--- src/rtl/worm_navigator.sv ---
// rtl/worm_navigator.sv - target-driven move command initiator for the worm block
//
// Accepts a target grid position and issues move commands until the worm,
// tracked by a local shadow position, reaches it. One axis is resolved fully
// before the other; each axis ends with a one-cycle bubble, then done pulses.
//
// Ports:
//   clk, rst              clock (rising edge), synchronous active-high reset
//   tgt_valid/tgt_ready   target handshake; tgt_ns/tgt_ew 4-bit target
//   cmd/cmd_valid         move command {sub, axis, magnitude[1:0]}
//   cmd_ready             worm consumes cmd this cycle
//   done                  one-cycle pulse when the target is reached
//   pos_ns/pos_ew         5-bit shadow position
// Optional (macro NAV_CHECK_EN):
//   obs_ns/obs_ew         observed worm position, compared in the DONE cycle
//   sync_err              sticky mismatch flag; shadow resyncs to obs on mismatch

module worm_navigator #(
    parameter int MAX_STEP = 3,
    parameter int EW_FIRST = 0
) (
    input  logic       clk,
    input  logic       rst,
    input  logic       tgt_valid,
    output logic       tgt_ready,
    input  logic [3:0] tgt_ns,
    input  logic [3:0] tgt_ew,
    output logic [3:0] cmd,
    output logic       cmd_valid,
    input  logic       cmd_ready,
    output logic       done,
`ifdef NAV_CHECK_EN
    input  logic [4:0] obs_ns,
    input  logic [4:0] obs_ew,
    output logic       sync_err,
`endif
    output logic [4:0] pos_ns,
    output logic [4:0] pos_ew
);

    typedef enum logic [1:0] {IDLE, AX1, AX2, DONE} state_t;

    localparam logic       AX1_AXIS = (EW_FIRST != 0);
    localparam logic [5:0] MAX_MAG  = 6'(MAX_STEP);

    state_t      state, state_nxt;
    logic [3:0]  lat_ns, lat_ew;
    logic        axis;
    logic [5:0]  d;
    logic [5:0]  abs_d;
    logic [1:0]  mag;
    logic        on_axis;
    logic        moving;

    // Axis being resolved in the current AX state (0 = N/S, 1 = E/W).
    assign axis    = (state == AX2) ? ~AX1_AXIS : AX1_AXIS;
    assign on_axis = (state == AX1) || (state == AX2);

    // Signed 6-bit difference target - shadow on the active axis.
    always_comb begin
        if (axis) begin
            d = {2'b00, lat_ew} - {1'b0, pos_ew};
        end else begin
            d = {2'b00, lat_ns} - {1'b0, pos_ns};
        end
        abs_d = d[5] ? (~d + 6'd1) : d;
        mag   = (abs_d > MAX_MAG) ? MAX_MAG[1:0] : abs_d[1:0];
    end

    assign moving = on_axis && (d != 6'd0);

    // State register
    always_ff @(posedge clk) begin
        if (rst) begin
            state <= IDLE;
        end else begin
            state <= state_nxt;
        end
    end

    // Next-state logic
    always_comb begin
        state_nxt = state;
        case (state)
            IDLE: if (tgt_valid) state_nxt = AX1;
            AX1:  if (d == 6'd0) state_nxt = AX2;
            AX2:  if (d == 6'd0) state_nxt = DONE;
            DONE: state_nxt = IDLE;
            default: state_nxt = IDLE;
        endcase
    end

    // Output logic. cmd depends only on state, latched target and shadow, so
    // it holds steady while cmd_ready is low (the shadow does not move).
    always_comb begin
        tgt_ready = (state == IDLE);
        done      = (state == DONE);
        cmd_valid = moving;
        cmd       = moving ? {d[5], axis, mag} : 4'b0000;
    end

    // Target latch and shadow position
    always_ff @(posedge clk) begin
        if (rst) begin
            lat_ns <= 4'd0;
            lat_ew <= 4'd0;
            pos_ns <= 5'd0;
            pos_ew <= 5'd0;
        end else begin
            if (state == IDLE && tgt_valid) begin
                lat_ns <= tgt_ns;
                lat_ew <= tgt_ew;
            end
            if (moving && cmd_ready) begin
                if (axis) begin
                    pos_ew <= d[5] ? (pos_ew - {3'b000, mag}) : (pos_ew + {3'b000, mag});
                end else begin
                    pos_ns <= d[5] ? (pos_ns - {3'b000, mag}) : (pos_ns + {3'b000, mag});
                end
            end
`ifdef NAV_CHECK_EN
            if (state == DONE && ({obs_ns, obs_ew} != {pos_ns, pos_ew})) begin
                pos_ns <= obs_ns;
                pos_ew <= obs_ew;
            end
`endif
        end
    end

`ifdef NAV_CHECK_EN
    always_ff @(posedge clk) begin
        if (rst) begin
            sync_err <= 1'b0;
        end else if (state == DONE && ({obs_ns, obs_ew} != {pos_ns, pos_ew})) begin
            sync_err <= 1'b1;
        end
    end
`endif

endmodule

--- config.mk ---
export PLATFORM = sky130hd
export DESIGN_NAME = worm_navigator
export DESIGN_NICKNAME = d
export VERILOG_FILES = /design/src/rtl/worm_navigator.sv
export SDC_FILE = /design/constraint.sdc
export NUM_CORES = 1
export LEC_CHECK = 0
export ABC_AREA = 1
export CAP_MARGIN = 20
export CORE_AREA = 8 8 62 64
export CTS_BUF_LIST = sky130_fd_sc_hd__clkbuf_8 sky130_fd_sc_hd__clkbuf_16
export DETAILED_ROUTE_END_ITERATION = 10
export DIE_AREA = 0 0 70 72
export DONT_BUFFER_PORTS = 1
export PLACE_DENSITY = 0.85
export SYNTH_ARGS = -nofsm -noshare
export SYNTH_HDL_FRONTEND = slang
export SYNTH_SLANG_ARGS = --single-unit
--- constraint.sdc ---
create_clock -name clk -period 6.9 [get_ports clk]
set_input_delay 0 -clock clk [delete_from_list [all_inputs] [get_ports clk]]
set_output_delay 0 -clock clk [all_outputs]
set_load 0.02 [all_outputs]
==> results.cfg <==
[floorplan]
core.rowCount = 20
core_area_mm2 = 0.00290
fp.dieArea_mm2 = 0.00504
start_util = 0.659
ios = 29
die_w_um = 70
die_h_um = 72

[timing]
tightest_slew_ps = 519
slew_viol_final = 0
setup_slack_ps = 3170
max-slew-margin-rel = 0.654
tns_ps = 0
finalHoldViolations = 0
fmax_ghz = 0.268
post-route-period-util = 0.540
setup_viol = 0
min_period_ps = 3730
fin_skew_ps = 2.62
rsz0062_at_grt = false

[synth]
synth.avg_cell_area_um2 = 6.34
synthDistinctLibCells = 29
yosys_warnings = 0
synth_top_area_frac = 0.209
synth_area_mm2 = 0.00191
synth.largest_area_cell = dfxtp_1
ys_seq_area_frac = 0.209
synth-seq-cells = 20
syn_inst = 302
syn_nets = 336
ys_top_cells_by_area = dfxtp_1 21%, nand2_1 14%, ha_1 13%

[min_path]
hold_path_class = input port to flip-flop
worstHoldStart = cmd_ready
hold_depth = 4

[clocking]
clock_latency_ps = 260
clk_path_buf_depth = 2
cts.repair.resized = 0
tritoncts = built
path_clk_slew_ps = 70
numCtsBuffers = 3
clock-sinks = 20
htreeDepth = 1
cts_root_buf = clkbuf_8

[place]
dp_cells = 332
gp_congestion = 0.928
post-place-ws_ps = 3210
port-buffer-count = 0
dp_hpwl_um = 3510
place_area_mm2 = 0.00194

[detailed_routing]
wl_per_cell_um = 13.3
drtIter0Drc = 109
drtAntennaViolNets = 0
avgViaCountPerCell = 5.43
dr_total_vias = 1872
drc_errors = 0
dr.pass1.iters = 4
routed_wl_um = 4580

[flow_run]
drv_cap = 0

[worst_setup_path]
required_ps = 7040
critical_path_class = flip-flop to flip-flop
rr_startpoint = pos_ew[0]$_SDFFE_PP0P_
critPathLaunchType = flip-flop
arrival_ps = 3870
critical_path.startpoint = pos_ew[0]$_SDFFE_PP0P_
critPathCaptureType = flip-flop
ff2ff_path_depth = 18
crit_fanout = 6

[finish]
final_area_mm2 = 0.00208
final_cell_mix = 70 x nand2_1, 58 x inv_1, 31 x nor2_1
drive_above_1_share = 0.103
regArea_um2 = 400
design.final.nets = 347
layout.cells.non_filler = 345
nFillCells = 246
diodes = 0
area_delta_synth_final_pct = 8.76
final_common_cell = nand2_1
multiInputGateArea_mm2 = 0.00127

[global_routing]
grt_overflow_total = 0
antenna_found_initial = 0
grt_pass1_vias = 1749
grt_use_total = 0.181
grt_pass1_wl_um = 7710
grt_max_degree = 15

[run_status]
status = completed
metal layers:
layer / global-route usage / up-vias / share of wire
met4: 0.0580 / 0 / 0.021
met3: 0.0396 / 9 / 0.077
met5: 0 / - / 0
li1: - / 965 / -
met1: 0.220 / 833 / 0.44
met2: 0.310 / 65 / 0.46
final timing paths:
check,endpoint,slack (ps)
worst max-delay path,pos_ew[0]$_SDFFE_PP0P_,3170
worst min register to register,lat_ns[0]$_SDFFE_PP0P_,460
worst min-delay path,pos_ns[4]$_SDFFE_PP0P_,30
worst max register to register,pos_ew[0]$_SDFFE_PP0P_,3170
per-stage QoR:
stage                     hold WS, ps   util
final                            30.4  0.717
after global routing             39.8  0.717
after CTS                        30.6  0.717
after detailed placement         73.3  0.667
after global placement           71.5  0.667
after floorplan                  69.1      -
area by class of cell:
cell class	count	share of cell area
tap	33	0.0198
timing repair buffer	9	0.0433
sequential	20	0.192
inverter	60	0.108
clock buffer	4	0.0264
multi-input combinational	219	0.610
cell families (layout without fill, tap and decap cells):
| logic type | Yosys count | after routing | synth area share |
|---|---|---|---|
| and+or+nand+nor | 154 | 154 | 0.384 |
| buffers and inverters | 63 | 73 | 0.127 |
| AOI/OAI and AO/OA | 41 | 41 | 0.118 |
| adders and majority gates | 22 | 22 | 0.152 |
| DFF | 20 | 20 | 0.209 |
| xor gates and xnor gates | 2 | 2 | 0.00915 |
state kept, by name, summed over array words and instances (netlist names):
signal	cells
pos_ew	5
pos_ns	5
lat_ew	4
lat_ns	4
state	2
timing repair:
action / CTS / global route
hold buffers: 9 / 0
setup buffers: 0 / 0
endpoints found under the hold margin: 14 / 0
Yosys cell counts:
| cell | number |
|---|---|
| nand3_2 | 4 |
| xor2_1 | 2 |
| nor3_1 | 2 |
| o22ai_1 | 1 |
| inv_1 | 58 |
| nor3_2 | 2 |
| o21ai_2 | 1 |
| buf_6 | 1 |
| o21ai_1 | 1 |
| nand2_2 | 13 |
| and3_1 | 1 |
| o21bai_1 | 1 |
| a211oi_1 | 1 |
| nand3_1 | 23 |
| nor2_4 | 2 |
| o21ai_4 | 1 |
| inv_2 | 2 |
| nand2_1 | 70 |
| nand4_1 | 1 |
| dfxtp_1 | 20 |
| nor2_1 | 31 |
| nand3_4 | 1 |
| ha_1 | 20 |
| nand2_4 | 2 |
| o21ai_0 | 16 |
| fa_1 | 2 |
| a21oi_1 | 19 |
| nand3b_1 | 2 |
| clkbuf_1 | 2 |
worst max-delay path, stage by stage, from the launching register on:
cell and delay [ps]:
dfxtp_1 520, ha_1 200, inv_1 60, fa_1 470
inv_1 40, nand2_1 60, o21ai_2 90, ha_1 240
inv_1 80, nor2_1 50, nand3_2 100, nor2_1 50
nor2_1 360, inv_1 190, nor2_1 440, nand2_1 260
inv_1 200, and3_1 170, nor3_1 40
Power is not shown: default switching activity piles up to over one toggle a cycle in this logic, so the estimate is an artifact.
